`src/rtl/final_result_pkg.sv`:
```
// Shared definitions for the final-result arbitration slice.
// Optional feature macro: SEQ_CHECK_EN (tag-order checking, drives SEQ_ERR).
package final_result_pkg;
  localparam int OUT_W = 4;
  localparam int SEQ_W = 64;

  typedef logic [SEQ_W-1:0] seq_t;
  typedef logic [OUT_W-1:0] out_t;

  // Bit positions inside OUT / COMBO_OUT / SEQ_OUT
  localparam int OUT_CHSYNC_CLK = 0;
  localparam int OUT_DATA       = 1;
  localparam int OUT_HITOR      = 2;
  localparam int OUT_LOCKED     = 3;
endpackage

```
`src/rtl/final_path_reg.sv`:
```
// One result path: captures tag + value on a write enable and exposes the
// post-edge (next) contents so the top can register its selection with
// latency 1. Under SEQ_CHECK_EN it also flags a non-increasing tag.
module final_path_reg
  import final_result_pkg::*;
#(
  parameter int P_OUT_W = OUT_W,
  parameter int P_SEQ_W = SEQ_W
) (
  input  logic               CLK,
  input  logic               RST,
  input  logic               i_we,
  input  logic [P_SEQ_W-1:0] i_tag,
  input  logic [P_OUT_W-1:0] i_val,
  output logic [P_SEQ_W-1:0] o_tag_nxt,
  output logic [P_OUT_W-1:0] o_val_nxt
`ifdef SEQ_CHECK_EN
  ,
  output logic               o_order_err
`endif
);
  logic [P_SEQ_W-1:0] r_tag;
  logic [P_OUT_W-1:0] r_val;

  // Contents as they will be after this edge (reset handled by the consumer)
  always_comb begin
    o_tag_nxt = i_we ? i_tag : r_tag;
    o_val_nxt = i_we ? i_val : r_val;
  end

  // Tag/value storage; reset wins over a concurrent write
  always_ff @(posedge CLK) begin
    if (RST) begin
      r_tag <= '0;
      r_val <= '0;
    end else if (i_we) begin
      r_tag <= i_tag;
      r_val <= i_val;
    end
  end

`ifdef SEQ_CHECK_EN
  // A path's tags must strictly increase; the update is still stored
  assign o_order_err = i_we && (i_tag <= r_tag);
`endif
endmodule

```
`src/rtl/final_result_select.sv`:
```
// Output arbitration: drives OUT from whichever path holds the strictly
// newer tag (ties go to combo), with a sticky FINAL freeze.
// Optional feature macro: SEQ_CHECK_EN (sticky tag-order error on SEQ_ERR).
module final_result_select
  import final_result_pkg::*;
#(
  parameter int P_OUT_W = OUT_W,
  parameter int P_SEQ_W = SEQ_W
) (
  input  logic               CLK,
  input  logic               RST,
  input  logic               COMBO_VLD,
  input  logic [P_SEQ_W-1:0] COMBO_SEQ,
  input  logic [P_OUT_W-1:0] COMBO_OUT,
  input  logic               SEQ_VLD,
  input  logic [P_SEQ_W-1:0] SEQ_SEQ,
  input  logic [P_OUT_W-1:0] SEQ_OUT,
  input  logic               FINAL,
  output logic [P_OUT_W-1:0] OUT,
  output logic               SEL_SEQ,
  output logic               FINAL_DONE,
  output logic               SEQ_ERR
);
  logic               r_final_done;
  logic [P_OUT_W-1:0] r_out;
  logic               r_sel_seq;

  logic               w_open;
  logic               w_combo_we;
  logic               w_seq_we;
  logic [P_SEQ_W-1:0] w_combo_tag_nxt;
  logic [P_OUT_W-1:0] w_combo_val_nxt;
  logic [P_SEQ_W-1:0] w_seq_tag_nxt;
  logic [P_OUT_W-1:0] w_seq_val_nxt;
  logic               w_sel_nxt;

  // Strobes are accepted only while not frozen and not in the FINAL cycle
  always_comb begin
    w_open     = !r_final_done && !FINAL;
    w_combo_we = COMBO_VLD && w_open;
    w_seq_we   = SEQ_VLD && w_open;
  end

`ifdef SEQ_CHECK_EN
  logic w_combo_err;
  logic w_seq_err;
  logic r_seq_err;
`endif

  final_path_reg #(.P_OUT_W(P_OUT_W), .P_SEQ_W(P_SEQ_W)) u_combo (
    .CLK       (CLK),
    .RST       (RST),
    .i_we      (w_combo_we),
    .i_tag     (COMBO_SEQ),
    .i_val     (COMBO_OUT),
    .o_tag_nxt (w_combo_tag_nxt),
    .o_val_nxt (w_combo_val_nxt)
`ifdef SEQ_CHECK_EN
    ,
    .o_order_err (w_combo_err)
`endif
  );

  final_path_reg #(.P_OUT_W(P_OUT_W), .P_SEQ_W(P_SEQ_W)) u_seq (
    .CLK       (CLK),
    .RST       (RST),
    .i_we      (w_seq_we),
    .i_tag     (SEQ_SEQ),
    .i_val     (SEQ_OUT),
    .o_tag_nxt (w_seq_tag_nxt),
    .o_val_nxt (w_seq_val_nxt)
`ifdef SEQ_CHECK_EN
    ,
    .o_order_err (w_seq_err)
`endif
  );

  // Select on the just-captured tags so simultaneous strobes still see latency 1
  assign w_sel_nxt = w_seq_tag_nxt > w_combo_tag_nxt;

  // Registered output mux and sticky freeze; RST overrides the frozen state
  always_ff @(posedge CLK) begin
    if (RST) begin
      r_out        <= '0;
      r_sel_seq    <= 1'b0;
      r_final_done <= 1'b0;
    end else if (!r_final_done) begin
      r_out        <= w_sel_nxt ? w_seq_val_nxt : w_combo_val_nxt;
      r_sel_seq    <= w_sel_nxt;
      r_final_done <= FINAL;
    end
  end

`ifdef SEQ_CHECK_EN
  // Sticky tag-order error: per-path regressions or a same-cycle tag tie
  always_ff @(posedge CLK) begin
    if (RST) begin
      r_seq_err <= 1'b0;
    end else if (w_combo_err || w_seq_err ||
                 (w_combo_we && w_seq_we && (COMBO_SEQ == SEQ_SEQ))) begin
      r_seq_err <= 1'b1;
    end
  end
  assign SEQ_ERR = r_seq_err;
`else
  assign SEQ_ERR = 1'b0;
`endif

  assign OUT        = r_out;
  assign SEL_SEQ    = r_sel_seq;
  assign FINAL_DONE = r_final_done;
endmodule

```
`config.mk`:
```
export PLATFORM = sky130hd
export DESIGN_NAME = final_result_select
export DESIGN_NICKNAME = d
export VERILOG_FILES = /design/src/rtl/final_result_pkg.sv /design/src/rtl/final_path_reg.sv /design/src/rtl/final_result_select.sv
export SDC_FILE = /design/constraint.sdc
export NUM_CORES = 1
export LEC_CHECK = 0
export ABC_CLOCK_PERIOD_IN_PS = 3400
export BUFFER_PORTS_ARGS = -buffer_cell sky130_fd_sc_hd__buf_2
export CAP_MARGIN = 20
export CORE_ASPECT_RATIO = 1.4
export CORE_MARGIN = 2
export CORE_UTILIZATION = 45
export CTS_CLUSTER_DIAMETER = 30
export DETAILED_ROUTE_END_ITERATION = 8
export PLACE_DENSITY = 0.79
export SLEW_MARGIN = 0
export SYNTH_ARGS = -nofsm -noshare
export SYNTH_HDL_FRONTEND = slang
export SYNTH_HIERARCHICAL = 1
export SYNTH_SLANG_ARGS = --single-unit
```
`constraint.sdc`:
```
create_clock -name CLK -period 3.4 [get_ports CLK]
set_clock_uncertainty 0.05 [all_clocks]
set_input_delay 0.68 -clock CLK [delete_from_list [all_inputs] [get_ports CLK]]
set_output_delay 0.68 -clock CLK [all_outputs]
set_load 0.02 [all_outputs]
```
---- Word-level counts from Yosys, hierarchy flattened ----
Cells that the tools add are included.
Widths: inputs -> output; s select.
word-level totals
  flip-flop bits (word level) ............. 142
  input port bits ......................... 141
  output and inout port bits .............. 7
  logic and storage cells ................. 19
operators by class
  $lt $le $gt $ge ......................... 1
  multiplexer cells ....................... 6
  reductions and logical operators ........ 5
operators with widths
  kind               count
  $mux 64            2
  $gt 64x64->1       1
  $mux 4             3
  $logic_and 1x1->1  3
  $logic_not 1->1    2
  $mux 1             1

---- Depth between registers and ports, before layout ----
Gate-level depths: netlist of the first run.
  depth in word-level cells ............... 6
  gate-level depth with buffers ........... 16

---- Hierarchy ----
The synthesis of the first run kept the hierarchy.
by module, submodules not included
  module               instances  cells an instance  area each (µm²)
  final_path_reg       2          219                2712.6
  final_result_select  1          270                2035.7

---- Least setup slack after synthesis of the first run ----
No wires, ideal clock.
  kind .................................... input-to-reg
  start point ............................. in FINAL
  end point ............................... reg r_out[0] (netlist: OUT[0])
  arrival ................................. 3.420 ns
  setup slack ............................. -0.212 ns
  stages on the path ...................... 13
  buffers on the path ..................... 2
  cell sequence ........................... nor2_1 and2_1 buf_2 buf_2 mux2_2 ha_1 a21oi_1 nand2_1 a221o_1 o31a_1 or3_4 a32oi_1 a221oi_1
between the ends
  cells in the longest elaborated chain, start to end .. 6
  elaborated cells on any way between the ends .. 10
  those cells by class .................... 1 x order compare; 5 x mux; 4 x reduce/logical
RTL lines
  what                         RTL line                   source
  from (decl)                  final_result_select.sv:18  input logic FINAL,
  $logic_not 1->1              final_result_select.sv:39  w_open = !r_final_done && !FINAL;
  $logic_and 1x1->1            final_result_select.sv:39
  $logic_and 1x1->1            final_result_select.sv:41  w_seq_we = SEQ_VLD && w_open;
  named net w_seq_we           final_result_select.sv:30  logic w_seq_we;
  $mux 64                      n/a
  named net w_seq_tag_nxt[14]  final_result_select.sv:33  logic [P_SEQ_W-1:0] w_seq_tag_nxt;
  $gt 64x64->1                 final_result_select.sv:79  assign w_sel_nxt = w_seq_tag_nxt > w_combo_tag_nxt;
  $mux 4                       final_result_select.sv:88  r_out <= w_sel_nxt ? w_seq_val_nxt : w_combo_val_nxt;
  to (signal assigned)         final_result_select.sv:88
  to (decl)                    final_result_select.sv:25  logic [P_OUT_W-1:0] r_out;
The timed path passes the listed nets, and every way through them passes these cells.
A chain may end at the register's enable or synchronous reset.

---- Final worst setup path of the first run ----
Ends and elaborated chain as after synthesis.

==> report_table.html, run 1 <==
<table>
<tr><th>Metric</th><th>Value</th></tr>
<tr><th colspan="2">Placed design</th></tr>
<tr><td>Cell Area, Placed</td><td>~0.0087 mm²</td></tr>
<tr><td>Final Wtd Congestion</td><td>about 0.8</td></tr>
<tr><td>DP Wirelength</td><td>12.0 mm</td></tr>
<tr><td>IO buf count</td><td>approximately 150</td></tr>
<tr><th colspan="2">Worst setup path</th></tr>
<tr><td>Flop-to-flop setup slack</td><td>-0.02 ns</td></tr>
<tr><td>Endpoint of the worst register-to-register path</td><td>OUT[0]$_SDFFE_PP0N_</td></tr>
<tr><td>Count of cells along the worst register-to-register path</td><td>14</td></tr>
<tr><td>Delay of the slowest cell on the worst path</td><td>~0.43 ns</td></tr>
<tr><td>Bufs and invs on worst path</td><td>4</td></tr>
<tr><td>Critical path startpoint category</td><td>input pin</td></tr>
<tr><td>Maximum fanout count along the critical path</td><td>7</td></tr>
<tr><td>Data arrival at the endpoint of the critical path</td><td>between 3 and 4 ns</td></tr>
<tr><td>Worst-path cell with the longest stage delay</td><td>a221oi_1</td></tr>
<tr><td>Crit. End Element</td><td>flop</td></tr>
<tr><td>Most frequent cell on the critical path</td><td>buf_12</td></tr>
<tr><td>Cell-by-cell listing of the critical path</td><td>buf_2, nor2_4, and2_4, buf_12, buf_12, buf_12, mux2_4, ha_4, a21oi_2, o21ai_1, a221o_1, a211o_4, a2bb2oi_4, a221oi_1, a221oi_2</td></tr>
<tr><td>Crit Path Class</td><td>in2reg</td></tr>
<tr><td>CP delay by family, top</td><td>compound AO/OA/AOI/OAI gates</td></tr>
<tr><td>Critical path data required time</td><td>3.62 ns</td></tr>
<tr><td>Reg-to-Reg Start</td><td>FINAL_DONE$_SDFF_PP0_</td></tr>
<tr><th colspan="2">Clocking</th></tr>
<tr><td>TritonCTS Sinks</td><td>approximately 140</td></tr>
<tr><td>Worst skew pair latency</td><td>around 0.42 ns</td></tr>
<tr><td>CTS tree</td><td>built</td></tr>
<tr><td>Clock Tree Buf Depth</td><td>2</td></tr>
<tr><td>Clock slew at the register clock pins of the worst setup and hold paths</td><td>~0.060 ns</td></tr>
<tr><td># hold bufs at CTS</td><td>0</td></tr>
<tr><td>Total number of H-tree levels</td><td>4</td></tr>
<tr><td>Number of buffers created by CTS</td><td>17</td></tr>
<tr><td>Clock root buffer master</td><td>clkbuf_16</td></tr>
<tr><th colspan="2">Pwr</th></tr>
<tr><td>Net switching share of the total power</td><td>approximately a quarter</td></tr>
<tr><td>Power density of the placed cells</td><td>a little under 500 mW/mm²</td></tr>
<tr><td>PnR Total Power</td><td>approximately 4.8 mW</td></tr>
<tr><td>Internal power</td><td>between 3 and 4 mW</td></tr>
<tr><td>Peak ir drop on the vdd network</td><td>0.000298 V</td></tr>
<tr><td>Part of the power in the clock network</td><td>between 40% and 50%</td></tr>
<tr><td>Share of power burned in combinational logic</td><td>around a fifth</td></tr>
<tr><td>Leakage power</td><td>about 4.4 nW</td></tr>
<tr><td>Register share of total power</td><td>37.1%</td></tr>
<tr><td>P_sw</td><td>between 1 and 1.5 mW</td></tr>
<tr><th colspan="2">Routing</th></tr>
<tr><td>Number of violations reported at the end of detailed-routing iteration 0</td><td>171</td></tr>
<tr><td>Via Count</td><td>~5600</td></tr>
<tr><td>Number of detailed-routing iterations run before antenna repair</td><td>4</td></tr>
<tr><td>Remaining antenna violation count after routing</td><td>0</td></tr>
<tr><td>Wire length reported by the detailed router</td><td>17.3 mm</td></tr>
<tr><td>Detail-routed net length per standard cell</td><td>15.6 µm</td></tr>
<tr><td>Vias per inst</td><td>approximately 5</td></tr>
<tr><td>Detailed-route DRC error count</td><td>0</td></tr>
<tr><th colspan="2">Timing</th></tr>
<tr><td>Smallest setup slack after layout</td><td>-0.0379 ns</td></tr>
<tr><td>Count of endpoints failing setup in the final report</td><td>4</td></tr>
<tr><td>Maximum achievable frequency</td><td>just under 300 MHz</td></tr>
<tr><td>Max_slew headroom</td><td>49.6%</td></tr>
<tr><td>Unrepaired setup endpoints after global routing</td><td>true</td></tr>
<tr><td>Portion of the clock cycle consumed by the worst path in the final layout</td><td>101%</td></tr>
<tr><td>Final number of max-transition violations</td><td>0</td></tr>
<tr><td>Final critical path time including I/O delays and setup</td><td>3.44 ns</td></tr>
<tr><td>Transition time at the pin with the least slew margin</td><td>0.756 ns</td></tr>
<tr><td>Sum of negative setup slack</td><td>-0.0977 ns</td></tr>
<tr><td>Number of hold-slack violations in the final timing report</td><td>0</td></tr>
<tr><th colspan="2">Global routing</th></tr>
<tr><td>Vias in the first global route</td><td>roughly 5500</td></tr>
<tr><td>Global-route wire length before repair</td><td>approximately 26 mm</td></tr>
<tr><td>Total Routing Usage GR</td><td>between 10% and 20%</td></tr>
<tr><td>Maximum number of pins on one net before global-route repair</td><td>between 60 and 70</td></tr>
<tr><td>Initial antenna violation count</td><td>1</td></tr>
<tr><td>GR Overflow Total</td><td>0</td></tr>
<tr><th colspan="2">Synthesis</th></tr>
<tr><td>Top cell type's share of synthesized area</td><td>a little under two fifths</td></tr>
<tr><td>Summed instance area of the synthesized netlist</td><td>about 0.0075 mm²</td></tr>
<tr><td>Proportion of synthesized chip area in sequential cells</td><td>between 30% and 40%</td></tr>
<tr><td>Area share of xor/xnor cells in the synthesized design</td><td>0%</td></tr>
<tr><td>Count of synthesis-stage warnings from yosys</td><td>6</td></tr>
<tr><td>Post-synthesis net count</td><td>roughly 910</td></tr>
<tr><td>Combinational family with the most area after synthesis</td><td>multiplexers</td></tr>
<tr><td>Adder-Cell Fraction of Synth Area</td><td>around 11%</td></tr>
<tr><td>Complex-gate fraction of the synthesized area</td><td>6.10%</td></tr>
<tr><td>Share of cell area taken by muxes after synthesis</td><td>between 20% and 30%</td></tr>
<tr><td>Ys async rst share</td><td>0%</td></tr>
<tr><td>Synth Instances</td><td>a little over 700</td></tr>
<tr><td>Average instance area after synthesis</td><td>approximately 11 µm²</td></tr>
<tr><td>Number of distinct library cells after synthesis</td><td>43</td></tr>
<tr><td>Library cell occupying the most area in the post-synthesis netlist</td><td>dfxtp_1</td></tr>
<tr><td>Cell types occupying the most area after synthesis</td><td>dfxtp_1 38%, mux2_2 15%, nor2b_1 11%, ha_1 11%, mux2_4 8.0%</td></tr>
<tr><td>Most used DFF post-synth</td><td>dfxtp_1</td></tr>
<tr><td>EDFF count, synth</td><td>0</td></tr>
<tr><td>Post-synthesis sequential element count</td><td>roughly 140</td></tr>
<tr><td>Simple-gate share of the synthesized area</td><td>around 16%</td></tr>
<tr><th colspan="2">Run</th></tr>
<tr><td>Max-cap violations</td><td>0</td></tr>
<tr><th colspan="2">Finish</th></tr>
<tr><td>Summed area of non-filler cells in the final layout</td><td>0.00979 mm²</td></tr>
<tr><td>Share of layout cells above drive strength 1</td><td>~46%</td></tr>
<tr><td>Top library cells by usage in the layout, fill and taps aside</td><td>145 x buf_2, 141 x dfxtp_1, 137 x nor2b_1, 100 x mux2_2, 67 x inv_1</td></tr>
<tr><td>Antenna diode instance count</td><td>0</td></tr>
<tr><td>Number of nets at the end of the flow</td><td>~1100</td></tr>
<tr><td>Most common library cell in the layout ignoring fill and taps</td><td>buf_2</td></tr>
<tr><td>Area Overhead vs Synth</td><td>31.3%</td></tr>
<tr><td>Final cell utilization of the core</td><td>between 60% and 70%</td></tr>
<tr><th colspan="2">Floorplanning</th></tr>
<tr><td>Floorplan die width</td><td>113 µm</td></tr>
<tr><td># IOs</td><td>~150</td></tr>
<tr><td>Initial core utilization</td><td>a little under half</td></tr>
<tr><td>Die Height</td><td>between 150 and 200 µm</td></tr>
<tr><td>Number of cell rows</td><td>55</td></tr>
<tr><td>Area of the core</td><td>0.0162 mm²</td></tr>
<tr><td>Die footprint</td><td>about 0.018 mm²</td></tr>
<tr><th colspan="2">Worst hold path</th></tr>
<tr><td>Origin of the worst min-delay path</td><td>SEL_SEQ$_SDFFE_PP0N_</td></tr>
<tr><td>Hold Crit Depth</td><td>2</td></tr>
<tr><td>Hold worst-path end</td><td>SEL_SEQ$_SDFFE_PP0N_</td></tr>
<tr><td>Class of the most critical hold timing path</td><td>reg2reg</td></tr>
<tr><th colspan="2">Outcome</th></tr>
<tr><td>Violations in the final reports</td><td>negative setup slack</td></tr>
<tr><td>Outcome</td><td>finished, violations left</td></tr>
</table>
metal layers:
| metal | share of wire [%] | GRT usage (%) | routed length (µm) | vias to the layer above |
|---|---|---|---|---|
| met3 | 3.9 | 4.84 | 675 | 23 |
| met4 | 2.0 | 6.27 | 345 | 2 |
| li1 | - | - | - | 2785 |
| met2 | 51 | 32.1 | 8790 | 116 |
| met5 | 0.075 | 0 | 13 | - |
| met1 | 43 | 22.5 | 7460 | 2637 |
metrics by stage:
step | cells | hold slack [ns] | setup WS, ns
after floorplan | 708 | 0.484 | 0.00169
after global placement | 1056 | 0.409 | -0.322
after detailed placement | 1056 | 0.413 | -0.404
after CTS | 1088 | 0.422 | 0.0334
after global routing | 1108 | 0.435 | -0.117
final | 1108 | 0.423 | -0.0379
power groups by stage:
stage	logic [mW]	clock network [mW]	registers, mW
2_1_floorplan	0.583	0	1.80
3_3_place_gp	0.839	0	1.80
3_5_place_dp	0.855	0	1.80
4_1_cts	0.862	2.07	1.76
5_1_grt	1.07	2.14	1.77
6_report	0.975	2.02	1.76
cell families after synthesis:
| family | count (synthesis) |
|---|---|
| AO/OA/AOI/OAI | 64 |
| adder cells (fa/ha/maj) | 64 |
| buffers and inverters | 104 |
| flip-flops | 142 |
| multiplexers | 140 |
| other | 1 |
| AND/OR/NAND/NOR | 193 |
cell usage after synthesis, types with 2 or more instances:
master,number
dfxtp_1,142
nor2b_1,137
mux2_2,100
inv_1,71
ha_1,64
mux2_4,40
a21oi_1,25
nand2_1,17
clkbuf_1,15
a221oi_1,11
buf_2,10
nand4_1,10
nand3_1,8
o21ai_0,8
buf_6,6
nor2_1,6
a32oi_1,4
and4_1,4
nor4_1,3
a21o_1,2
a221o_1,2
and2_1,2
flip-flops by register name (all words and copies together), names as in the netlist:
| name | flops |
|---|---|
| u_seq/r_tag | 64 |
| u_combo/r_val | 4 |
| FINAL_DONE | 1 |
| u_combo/r_tag | 64 |
| u_seq/r_val | 4 |
| OUT | 4 |
| SEL_SEQ | 1 |
cell type report:
cell class / instances / area, µm²
tap: 199 / 249
sequential: 142 / 2840
timing repair buffer: 202 / 1370
multi-input combinational: 462 / 4420
fill: 1312 / 6380
inverter: 71 / 267
clock inverter: 8 / 153
clock buffer: 24 / 492
tightest hold or removal path, delay by kind of cell (launching register included):
| family | cells | cell delay, ns |
|---|---|---|
| AO/OA/AOI/OAI | 1 | 0.06 |
| flip-flops | 1 | 0.31 |
| AND/OR/NAND/NOR | 1 | 0.06 |
timing repair:
| item | CTS | global route |
|---|---|---|
| buffers inserted | 0 | 17 |
| resized for setup | 0 | 34 |
| endpoints found under the hold margin | 0 | 0 |
| setup endpoints to repair | 0 | 5 |
worst max path at each step:
stage / startpoint / to / slack (ns) / cells after the start
after CTS: FINAL_DONE$_SDFF_PP0_ / OUT[0]$_SDFFE_PP0N_ / 0.03 / 14
after global routing: FINAL_DONE$_SDFF_PP0_ / OUT[0]$_SDFFE_PP0N_ / -0.12 / 14
after floorplan: FINAL_DONE$_SDFF_PP0_ / OUT[2]$_SDFFE_PP0N_ / 0.002 / 16
after detailed placement: FINAL / OUT[0]$_SDFFE_PP0N_ / -0.40 / 15
final: FINAL / OUT[0]$_SDFFE_PP0N_ / -0.04 / 15
after global placement: FINAL / OUT[3]$_SDFFE_PP0N_ / -0.32 / 14
No activity file was read; power rests on OpenSTA's default activity.
==> inputs of run 2 (changes only) <==
- ABC_CLOCK_PERIOD_IN_PS: 3400 -> 4400
- HOLD_SLACK_MARGIN: unset -> 0.15
- PLACE_DENSITY: 0.79 -> 0.76
- clock period: 3.4 -> 4.4 ns (I/O delays scaled with it)
==> report_table.html, run 2 (same netlist as run 1, synthesis figures left out) <==
<table>
<tr><th>Metric</th><th>Value</th></tr>
<tr><th colspan="2">Global routing</th></tr>
<tr><td>Total Routing Usage GR</td><td>around a fifth</td></tr>
<tr><td>Vias in the first global route</td><td>roughly 5700</td></tr>
<tr><td>Maximum number of pins on one net before global-route repair</td><td>87</td></tr>
<tr><td>Initial antenna violation count</td><td>0</td></tr>
<tr><td>Global-route wire length before repair</td><td>~26 mm</td></tr>
<tr><td>GR Overflow Total</td><td>0</td></tr>
<tr><th colspan="2">Clocking</th></tr>
<tr><td># hold bufs at CTS</td><td>0</td></tr>
<tr><td>Number of buffers created by CTS</td><td>17</td></tr>
<tr><td>TritonCTS Sinks</td><td>around 140</td></tr>
<tr><td>Clock Tree Buf Depth</td><td>2</td></tr>
<tr><td>Post-CTS Resized</td><td>0</td></tr>
<tr><td>Setup Buffers After CTS</td><td>0</td></tr>
<tr><td>CTS tree</td><td>built</td></tr>
<tr><td>Total number of H-tree levels</td><td>4</td></tr>
<tr><td>Clock root buffer master</td><td>clkbuf_16</td></tr>
<tr><td>Clock slew at the register clock pins of the worst setup and hold paths</td><td>about 0.060 ns</td></tr>
<tr><td>Worst skew pair latency</td><td>0.42 ns</td></tr>
<tr><th colspan="2">Routing</th></tr>
<tr><td>Number of detailed-routing iterations run before antenna repair</td><td>4</td></tr>
<tr><td>Routed met1 length</td><td>6.64 mm</td></tr>
<tr><td>Detailed-route DRC error count</td><td>0</td></tr>
<tr><td>Length of routed met2 wiring</td><td>approximately 8.4 mm</td></tr>
<tr><td>Detail-routed net length per standard cell</td><td>between 15 and 20 µm</td></tr>
<tr><td>Highest layer used for signal routing</td><td>met4</td></tr>
<tr><td>Vias per inst</td><td>slightly above 5</td></tr>
<tr><td>Remaining antenna violation count after routing</td><td>0</td></tr>
<tr><td>Wire length reported by the detailed router</td><td>about 16 mm</td></tr>
<tr><td>Via Count</td><td>approximately 5400</td></tr>
<tr><td>Detailed route wirelength on metal3</td><td>811 µm</td></tr>
<tr><td>Number of violations reported at the end of detailed-routing iteration 0</td><td>between 200 and 250</td></tr>
<tr><th colspan="2">Timing</th></tr>
<tr><td>Transition time at the pin with the least slew margin</td><td>0.885 ns</td></tr>
<tr><td>Max_slew headroom</td><td>between 40% and 50%</td></tr>
<tr><td>Number of hold-slack violations in the final timing report</td><td>0</td></tr>
<tr><td>Portion of the clock cycle consumed by the worst path in the final layout</td><td>between 80% and 90%</td></tr>
<tr><td>Final number of max-transition violations</td><td>0</td></tr>
<tr><td>Final critical path time including I/O delays and setup</td><td>between 3 and 4 ns</td></tr>
<tr><td>Count of endpoints failing setup in the final report</td><td>0</td></tr>
<tr><td>Sum of negative setup slack</td><td>0 ns</td></tr>
<tr><td>Hold Slack</td><td>0.426 ns</td></tr>
<tr><td>Unrepaired setup endpoints after global routing</td><td>false</td></tr>
<tr><td>Maximum achievable frequency</td><td>between 200 and 300 MHz</td></tr>
<tr><th colspan="2">Worst hold path</th></tr>
<tr><td>Class of the most critical hold timing path</td><td>reg2reg</td></tr>
<tr><td>Origin of the worst min-delay path</td><td>OUT[1]$_SDFFE_PP0N_</td></tr>
<tr><th colspan="2">Worst setup path</th></tr>
<tr><td>Bufs and invs on worst path</td><td>4</td></tr>
<tr><td>CP delay by family, top</td><td>compound AO/OA/AOI/OAI gates</td></tr>
<tr><td>Cell-by-cell listing of the critical path</td><td>buf_2, nor2_1, and2_4, buf_4, mux2_4, inv_1, ha_1, a21oi_1, nand2_1, a221oi_1, a21boi_4, buf_4, nor4_4, a32oi_1, a221oi_1</td></tr>
<tr><td>Launch point of the critical path</td><td>FINAL</td></tr>
<tr><td>Reg-to-Reg Start</td><td>FINAL_DONE$_SDFF_PP0_</td></tr>
<tr><td>Data arrival at the endpoint of the critical path</td><td>between 4 and 5 ns</td></tr>
<tr><td>Crit Path Class</td><td>in2reg</td></tr>
<tr><td>Critical path startpoint category</td><td>input pin</td></tr>
<tr><td>Maximum fanout count along the critical path</td><td>17</td></tr>
<tr><td>Delay of the slowest cell on the worst path</td><td>~0.47 ns</td></tr>
<tr><td>Worst-path cell with the longest stage delay</td><td>a221oi_1</td></tr>
<tr><td>Crit. End Element</td><td>flop</td></tr>
<tr><td>Critical path data required time</td><td>around 4.7 ns</td></tr>
<tr><th colspan="2">Floorplanning</th></tr>
<tr><td>Area of the core</td><td>~0.016 mm²</td></tr>
<tr><td>Number of cell rows</td><td>55</td></tr>
<tr><td>Die Height</td><td>156 µm</td></tr>
<tr><td>Initial core utilization</td><td>46.1%</td></tr>
<tr><td>Die footprint</td><td>0.0176 mm²</td></tr>
<tr><td># IOs</td><td>roughly 150</td></tr>
<tr><td>Floorplan die width</td><td>113 µm</td></tr>
<tr><th colspan="2">Finish</th></tr>
<tr><td>Top flop regs</td><td>u_combo/r_tag (64), u_seq/r_tag (64)</td></tr>
<tr><td>Number of nets at the end of the flow</td><td>approximately 1100</td></tr>
<tr><td>Antenna diode instance count</td><td>0</td></tr>
<tr><td>Top library cells by usage in the layout, fill and taps aside</td><td>145 x buf_2, 142 x dfxtp_1, 137 x nor2b_1, 100 x mux2_2, 71 x inv_1</td></tr>
<tr><td>Most common library cell in the layout ignoring fill and taps</td><td>buf_2</td></tr>
<tr><td>Share of layout cells above drive strength 1</td><td>39.1%</td></tr>
<tr><td>Area Overhead vs Synth</td><td>21.9%</td></tr>
<tr><th colspan="2">Placed design</th></tr>
<tr><td>DP Wirelength</td><td>about 12 mm</td></tr>
<tr><td>Final Wtd Congestion</td><td>0.770</td></tr>
<tr><td>IO buf count</td><td>approximately 150</td></tr>
<tr><th colspan="2">Outcome</th></tr>
<tr><td>Outcome</td><td>complete, no violations</td></tr>
<tr><th colspan="2">Pwr</th></tr>
<tr><td>Leakage power</td><td>4.11 nW</td></tr>
<tr><td>Peak ir drop on the vdd network</td><td>around 0.00023 V</td></tr>
<tr><td>Power density of the placed cells</td><td>approximately 400 mW/mm²</td></tr>
<tr><th colspan="2">Run</th></tr>
<tr><td>Max-cap violations</td><td>0</td></tr>
</table>
## run 2: cell count changes in the layout (fill, tap and decap cells not counted), moves of 3 or more
cell,change
a221oi_1,+4
clkbuf_16,-3
inv_1,+4
ha_1,+11
a221oi_2,-4
nor4_1,+3
buf_4,-28
inv_2,-4
buf_12,-8
ha_4,-11
a21oi_2,-4
a21oi_1,+4
## run 2: tightest hold or removal path, stage by stage (launching register included)
cell,delay (ns)
dfxtp_1,0.31
inv_1,0.05
a221oi_1,0.06
## run 2: area by class of cell
class	instances	area (µm²)
clock buffers	23	468
clock inverters	9	206
fillers	1413	7080
inverters	71	267
multi-input cells	462	4170
flip-flops and latches	142	2840
well taps	199	249
repair buffers	160	888
## run 2: path summary, 6_finish.rpt
| path | to | slack [ns] | cells past startpoint |
|---|---|---|---|
| worst max-delay path | OUT[2]$_SDFFE_PP0N_ | 0.52 | 15 |
| worst min-delay path | OUT[1]$_SDFFE_PP0N_ | 0.43 | 2 |
| worst max register to register | OUT[2]$_SDFFE_PP0N_ | 0.54 | 14 |
| worst min register to register | OUT[1]$_SDFFE_PP0N_ | 0.43 | 2 |
## run 2: metrics by stage
stage	instances	area (µm²)	utilization [%]	power (mW)	setup slack, ns
6_report	1066	9090	56.2	3.62	0.523
5_1_grt	1066	9090	56.2	3.79	0.292
4_1_cts	1066	9090	56.2	3.66	0.534
3_5_place_dp	1034	8420	52.0	2.01	0.132
3_3_place_gp	1034	8420	52.0	2.00	0.126
2_1_floorplan	708	7460	-	1.83	0.588
## run 2: routing by layer
metal,vias up,global-route usage [%]
met5,-,0
met4,0,6.79
met3,17,4.30
met2,120,34.6
met1,2544,21.2
li1,2696,-
## run 2: report_power, final
part	switching, mW	internal [mW]
sequential	0.0182	1.35
clock	0.544	1.10
combinational	0.299	0.317
total	0.861	2.76
==> inputs of run 3 (changes only) <==
- ABC_AREA: unset -> 1
- ABC_CLOCK_PERIOD_IN_PS: 4400 -> 5000
- CORE_MARGIN: 2 -> 5
- PLACE_DENSITY: 0.76 -> 0.75
- clock period: 4.4 -> 5 ns (I/O delays scaled with it)
==> report_table.html, run 3 <==
<table>
<tr><th>Metric</th><th>Value</th></tr>
<tr><th colspan="2">Outcome</th></tr>
<tr><td>Outcome</td><td>complete, no violations</td></tr>
<tr><th colspan="2">Timing</th></tr>
<tr><td>Transition time at the pin with the least slew margin</td><td>roughly 0.95 ns</td></tr>
<tr><td>Final number of max-transition violations</td><td>0</td></tr>
<tr><td>Portion of the clock cycle consumed by the worst path in the final layout</td><td>between 70 and 80%</td></tr>
<tr><td>Sum of negative setup slack</td><td>0 ns</td></tr>
<tr><td>Count of endpoints failing setup in the final report</td><td>0</td></tr>
<tr><td>Final critical path time including I/O delays and setup</td><td>between 3 and 4 ns</td></tr>
<tr><td>Hold Slack</td><td>between 0.4 and 0.5 ns</td></tr>
<tr><td>Maximum achievable frequency</td><td>roughly 280 MHz</td></tr>
<tr><td>Max_slew headroom</td><td>between 30% and 40%</td></tr>
<tr><td>Number of hold-slack violations in the final timing report</td><td>0</td></tr>
<tr><td>Unrepaired setup endpoints after global routing</td><td>false</td></tr>
<tr><th colspan="2">Worst setup path</th></tr>
<tr><td>Endpoint of the worst register-to-register path</td><td>OUT[3]$_SDFFE_PP0N_</td></tr>
<tr><td>Capturing element of the worst setup path</td><td>OUT[3]$_SDFFE_PP0N_</td></tr>
<tr><td>Flop-to-flop setup slack</td><td>1.58 ns</td></tr>
<tr><td>Most frequent cell on the critical path</td><td>nand2_1</td></tr>
<tr><td>Cell-by-cell listing of the critical path</td><td>buf_2, nor2_1, inv_1, nor2_4, inv_2, buf_4, nand2_1, nand2_1, inv_1, ha_1, nand4_2, nor2_4, nand3_2, nor2_4, nand4_2, nand2_4, nand2_1, nand3_1, nand2_1, inv_1</td></tr>
<tr><td>Crit. End Element</td><td>flop</td></tr>
<tr><td>Data arrival at the endpoint of the critical path</td><td>between 3 and 4 ns</td></tr>
<tr><td>Launch point of the critical path</td><td>FINAL</td></tr>
<tr><td>Worst-path cell with the longest stage delay</td><td>inv_2</td></tr>
<tr><td>Number of gates on the worst path with buffers counted</td><td>20</td></tr>
<tr><td>Critical path data required time</td><td>5.32 ns</td></tr>
<tr><td>CP delay by family, top</td><td>buffers and inverters</td></tr>
<tr><td>Count of cells along the worst register-to-register path</td><td>19</td></tr>
<tr><td>Crit Path Class</td><td>in2reg</td></tr>
<tr><td>Reg-to-Reg Start</td><td>FINAL_DONE$_SDFF_PP0_</td></tr>
<tr><td>Bufs and invs on worst path</td><td>6</td></tr>
<tr><td>Maximum fanout count along the critical path</td><td>just under 50</td></tr>
<tr><td>Critical path startpoint category</td><td>input pin</td></tr>
<tr><td>Delay of the slowest cell on the worst path</td><td>0.68 ns</td></tr>
<tr><th colspan="2">Synthesis</th></tr>
<tr><td>Average instance area after synthesis</td><td>around 5.9 µm²</td></tr>
<tr><td>Adder-Cell Fraction of Synth Area</td><td>9.27%</td></tr>
<tr><td>Share of cell area taken by muxes after synthesis</td><td>0%</td></tr>
<tr><td>Post-synthesis net count</td><td>between 1500 and 2000</td></tr>
<tr><td>Top cell types by occurrence after synthesis</td><td>488 x inv_1, 471 x nand2_1, 159 x nor2_1</td></tr>
<tr><td>Cell types occupying the most area after synthesis</td><td>dfxtp_1 33%, inv_1 21%, nand2_1 20%, ha_1 9.3%, nor2_1 6.9%</td></tr>
<tr><td>Number of distinct library cells after synthesis</td><td>32</td></tr>
<tr><td>Simple-gate share of the synthesized area</td><td>a little under a third</td></tr>
<tr><td>Ys async rst share</td><td>0%</td></tr>
<tr><td>Most frequently used cell type in the post-synthesis netlist</td><td>inv_1</td></tr>
<tr><td>Most used DFF post-synth</td><td>dfxtp_1</td></tr>
<tr><td>EDFF count, synth</td><td>0</td></tr>
<tr><td>Top cell type's share of synthesized area</td><td>approximately a third</td></tr>
<tr><td>Area share of xor/xnor cells in the synthesized design</td><td>0%</td></tr>
<tr><td>Synth Instances</td><td>1457</td></tr>
<tr><td>Proportion of synthesized chip area in sequential cells</td><td>32.9%</td></tr>
<tr><td>Combinational family with the most area after synthesis</td><td>simple AND/OR/NAND/NOR gates</td></tr>
<tr><td>Complex-gate fraction of the synthesized area</td><td>under 10%</td></tr>
<tr><td>Count of synthesis-stage warnings from yosys</td><td>6</td></tr>
<tr><td>Summed instance area of the synthesized netlist</td><td>between 0.008 and 0.009 mm²</td></tr>
<tr><td>Library cell occupying the most area in the post-synthesis netlist</td><td>dfxtp_1</td></tr>
<tr><td>Post-synthesis sequential element count</td><td>around 140</td></tr>
<tr><th colspan="2">Clocking</th></tr>
<tr><td>Post-CTS Resized</td><td>0</td></tr>
<tr><td>Worst skew pair latency</td><td>between 0.4 and 0.5 ns</td></tr>
<tr><td>Number of buffers created by CTS</td><td>17</td></tr>
<tr><td>Clock slew at the register clock pins of the worst setup and hold paths</td><td>approximately 0.060 ns</td></tr>
<tr><td>Clock root buffer master</td><td>clkbuf_16</td></tr>
<tr><td>TritonCTS Sinks</td><td>roughly 140</td></tr>
<tr><td>CTS tree</td><td>built</td></tr>
<tr><td>Clock Tree Buf Depth</td><td>2</td></tr>
<tr><td># hold bufs at CTS</td><td>0</td></tr>
<tr><td>Setup Buffers After CTS</td><td>0</td></tr>
<tr><td>Total number of H-tree levels</td><td>4</td></tr>
<tr><th colspan="2">Floorplanning</th></tr>
<tr><td>Initial core utilization</td><td>a little under half</td></tr>
<tr><td>Die footprint</td><td>roughly 0.022 mm²</td></tr>
<tr><td># IOs</td><td>148</td></tr>
<tr><td>Floorplan die width</td><td>127 µm</td></tr>
<tr><td>Die Height</td><td>around 170 µm</td></tr>
<tr><td>Number of cell rows</td><td>60</td></tr>
<tr><td>Area of the core</td><td>around 0.019 mm²</td></tr>
<tr><th colspan="2">Routing</th></tr>
<tr><td>Remaining antenna violation count after routing</td><td>0</td></tr>
<tr><td>Detail-routed net length per standard cell</td><td>between 10 and 15 µm</td></tr>
<tr><td>Vias per inst</td><td>~4.2</td></tr>
<tr><td>Number of detailed-routing iterations run before antenna repair</td><td>4</td></tr>
<tr><td>Wire length reported by the detailed router</td><td>around 19 mm</td></tr>
<tr><td>Detailed-route DRC error count</td><td>0</td></tr>
<tr><td>Number of violations reported at the end of detailed-routing iteration 0</td><td>between 300 and 400</td></tr>
<tr><td>Via Count</td><td>7830</td></tr>
<tr><th colspan="2">Worst hold path</th></tr>
<tr><td>Origin of the worst min-delay path</td><td>u_combo/r_tag[54]$_SDFF_PP0_</td></tr>
<tr><td>Class of the most critical hold timing path</td><td>reg2reg</td></tr>
<tr><th colspan="2">Placed design</th></tr>
<tr><td>Final Wtd Congestion</td><td>~0.85</td></tr>
<tr><td>IO buf count</td><td>146</td></tr>
<tr><td>DP Wirelength</td><td>approximately 14 mm</td></tr>
<tr><th colspan="2">Finish</th></tr>
<tr><td>Top library cells by usage in the layout, fill and taps aside</td><td>488 x inv_1, 471 x nand2_1, 157 x nor2_1, 145 x buf_2, 142 x dfxtp_1</td></tr>
<tr><td>Most common library cell in the layout ignoring fill and taps</td><td>inv_1</td></tr>
<tr><td>Number of nets at the end of the flow</td><td>approximately 1800</td></tr>
<tr><td>Area Overhead vs Synth</td><td>16.9%</td></tr>
<tr><td>Antenna diode instance count</td><td>0</td></tr>
<tr><td>Top flop regs</td><td>u_combo/r_tag (64), u_seq/r_tag (64)</td></tr>
<tr><td>Filler cells</td><td>1989</td></tr>
<tr><td>Share of layout cells above drive strength 1</td><td>a little over an eighth</td></tr>
<tr><th colspan="2">Pwr</th></tr>
<tr><td>Peak ir drop on the vdd network</td><td>~0.00019 V</td></tr>
<tr><td>Power density of the placed cells</td><td>316 mW/mm²</td></tr>
<tr><td>Leakage power</td><td>around 6.7 nW</td></tr>
<tr><th colspan="2">Global routing</th></tr>
<tr><td>Total Routing Usage GR</td><td>between 15 and 20%</td></tr>
<tr><td>Global-route wire length before repair</td><td>32.4 mm</td></tr>
<tr><td>Vias in the first global route</td><td>7688</td></tr>
<tr><td>Maximum number of pins on one net before global-route repair</td><td>a little under 70</td></tr>
<tr><td>GR Overflow Total</td><td>0</td></tr>
<tr><td>Initial antenna violation count</td><td>0</td></tr>
<tr><th colspan="2">Run</th></tr>
<tr><td>Max-cap violations</td><td>0</td></tr>
</table>
==> run 3: worst register-to-register path: stages, from the launching register on <==
cell and delay (ns):
dfxtp_1 0.40, nor2_1 0.08, inv_1 0.15, nor2_4 0.05, inv_2 0.68, buf_4 0.34, nand2_1 0.07, nand2_1 0.07
inv_1 0.04, ha_1 0.33, nand4_2 0.16, nor2_4 0.17, nand3_2 0.10, nor2_4 0.15, nand4_2 0.17, nand2_4 0.14
nand2_1 0.06, nand3_1 0.06, nand2_1 0.06, inv_1 0.05
==> run 3: stage by stage <==
| step | std cells | total power, mW | util [%] | area, µm² | setup slack, ns |
|---|---|---|---|---|---|
| 6_report | 1844 | 3.19 | 53.0 | 10100 | 1.37 |
| 5_1_grt | 1844 | 3.41 | 53.0 | 10100 | 0.947 |
| 4_1_cts | 1844 | 3.24 | 53.0 | 10100 | 1.32 |
| 3_5_place_dp | 1813 | 1.95 | 49.9 | 9510 | 0.867 |
| 3_3_place_gp | 1812 | 1.92 | 49.7 | 9480 | 0.938 |
| 2_1_floorplan | 1457 | 1.77 | - | 8640 | 1.79 |
==> run 3: how the worst min path moves through the flow <==
stage	endpoint	slack (ns)	depth (start not counted)
after global placement	u_combo/r_tag[62]$_SDFF_PP0_	0.45	4
after global routing	u_seq/r_tag[52]$_SDFF_PP0_	0.50	4
after detailed placement	u_combo/r_tag[28]$_SDFF_PP0_	0.46	4
after floorplan	u_combo/r_tag[62]$_SDFF_PP0_	0.44	4
after CTS	u_combo/r_tag[54]$_SDFF_PP0_	0.47	4
final	u_combo/r_tag[54]$_SDFF_PP0_	0.47	4
==> run 3: layout make-up <==
type | count | area, µm² | area share, %
repair buffers | 155 | 821 | 8.12
multi-input cells | 773 | 3680 | 36.4
inverters | 495 | 1860 | 18.4
clock inverters | 14 | 170 | 1.68
flip-flops and latches | 142 | 2840 | 28.1
well taps | 248 | 310 | 3.07
clock buffers | 17 | 425 | 4.21
==> run 3: where the power goes <==
| group | total [mW] | leakage [nW] | switching [mW] | internal, mW |
|---|---|---|---|---|
| clock network | 1.27 | 0.281 | 0.492 | 0.781 |
| registers | 1.23 | 1.17 | 0.0204 | 1.21 |
| logic | 0.692 | 5.27 | 0.425 | 0.267 |
| total | 3.19 | 6.72 | 0.937 | 2.26 |
==> run 3: logic make-up (layout without fill, tap and decap cells) <==
group,Yosys count,count (layout)
flops,142,142
buf+inv,542,681
simple gates,666,666
other cells,1,1
compound gates,42,42
fa+ha+maj,64,64
==> run 3: metal layers <==
metal | up-vias | global-route usage [%] | part of all wire [%]
met5 | - | 0 | 0
met4 | 0 | 6.75 | 2.4
met3 | 31 | 3.75 | 4.6
met2 | 138 | 31.7 | 49
met1 | 3399 | 20.4 | 44
li1 | 4262 | - | -
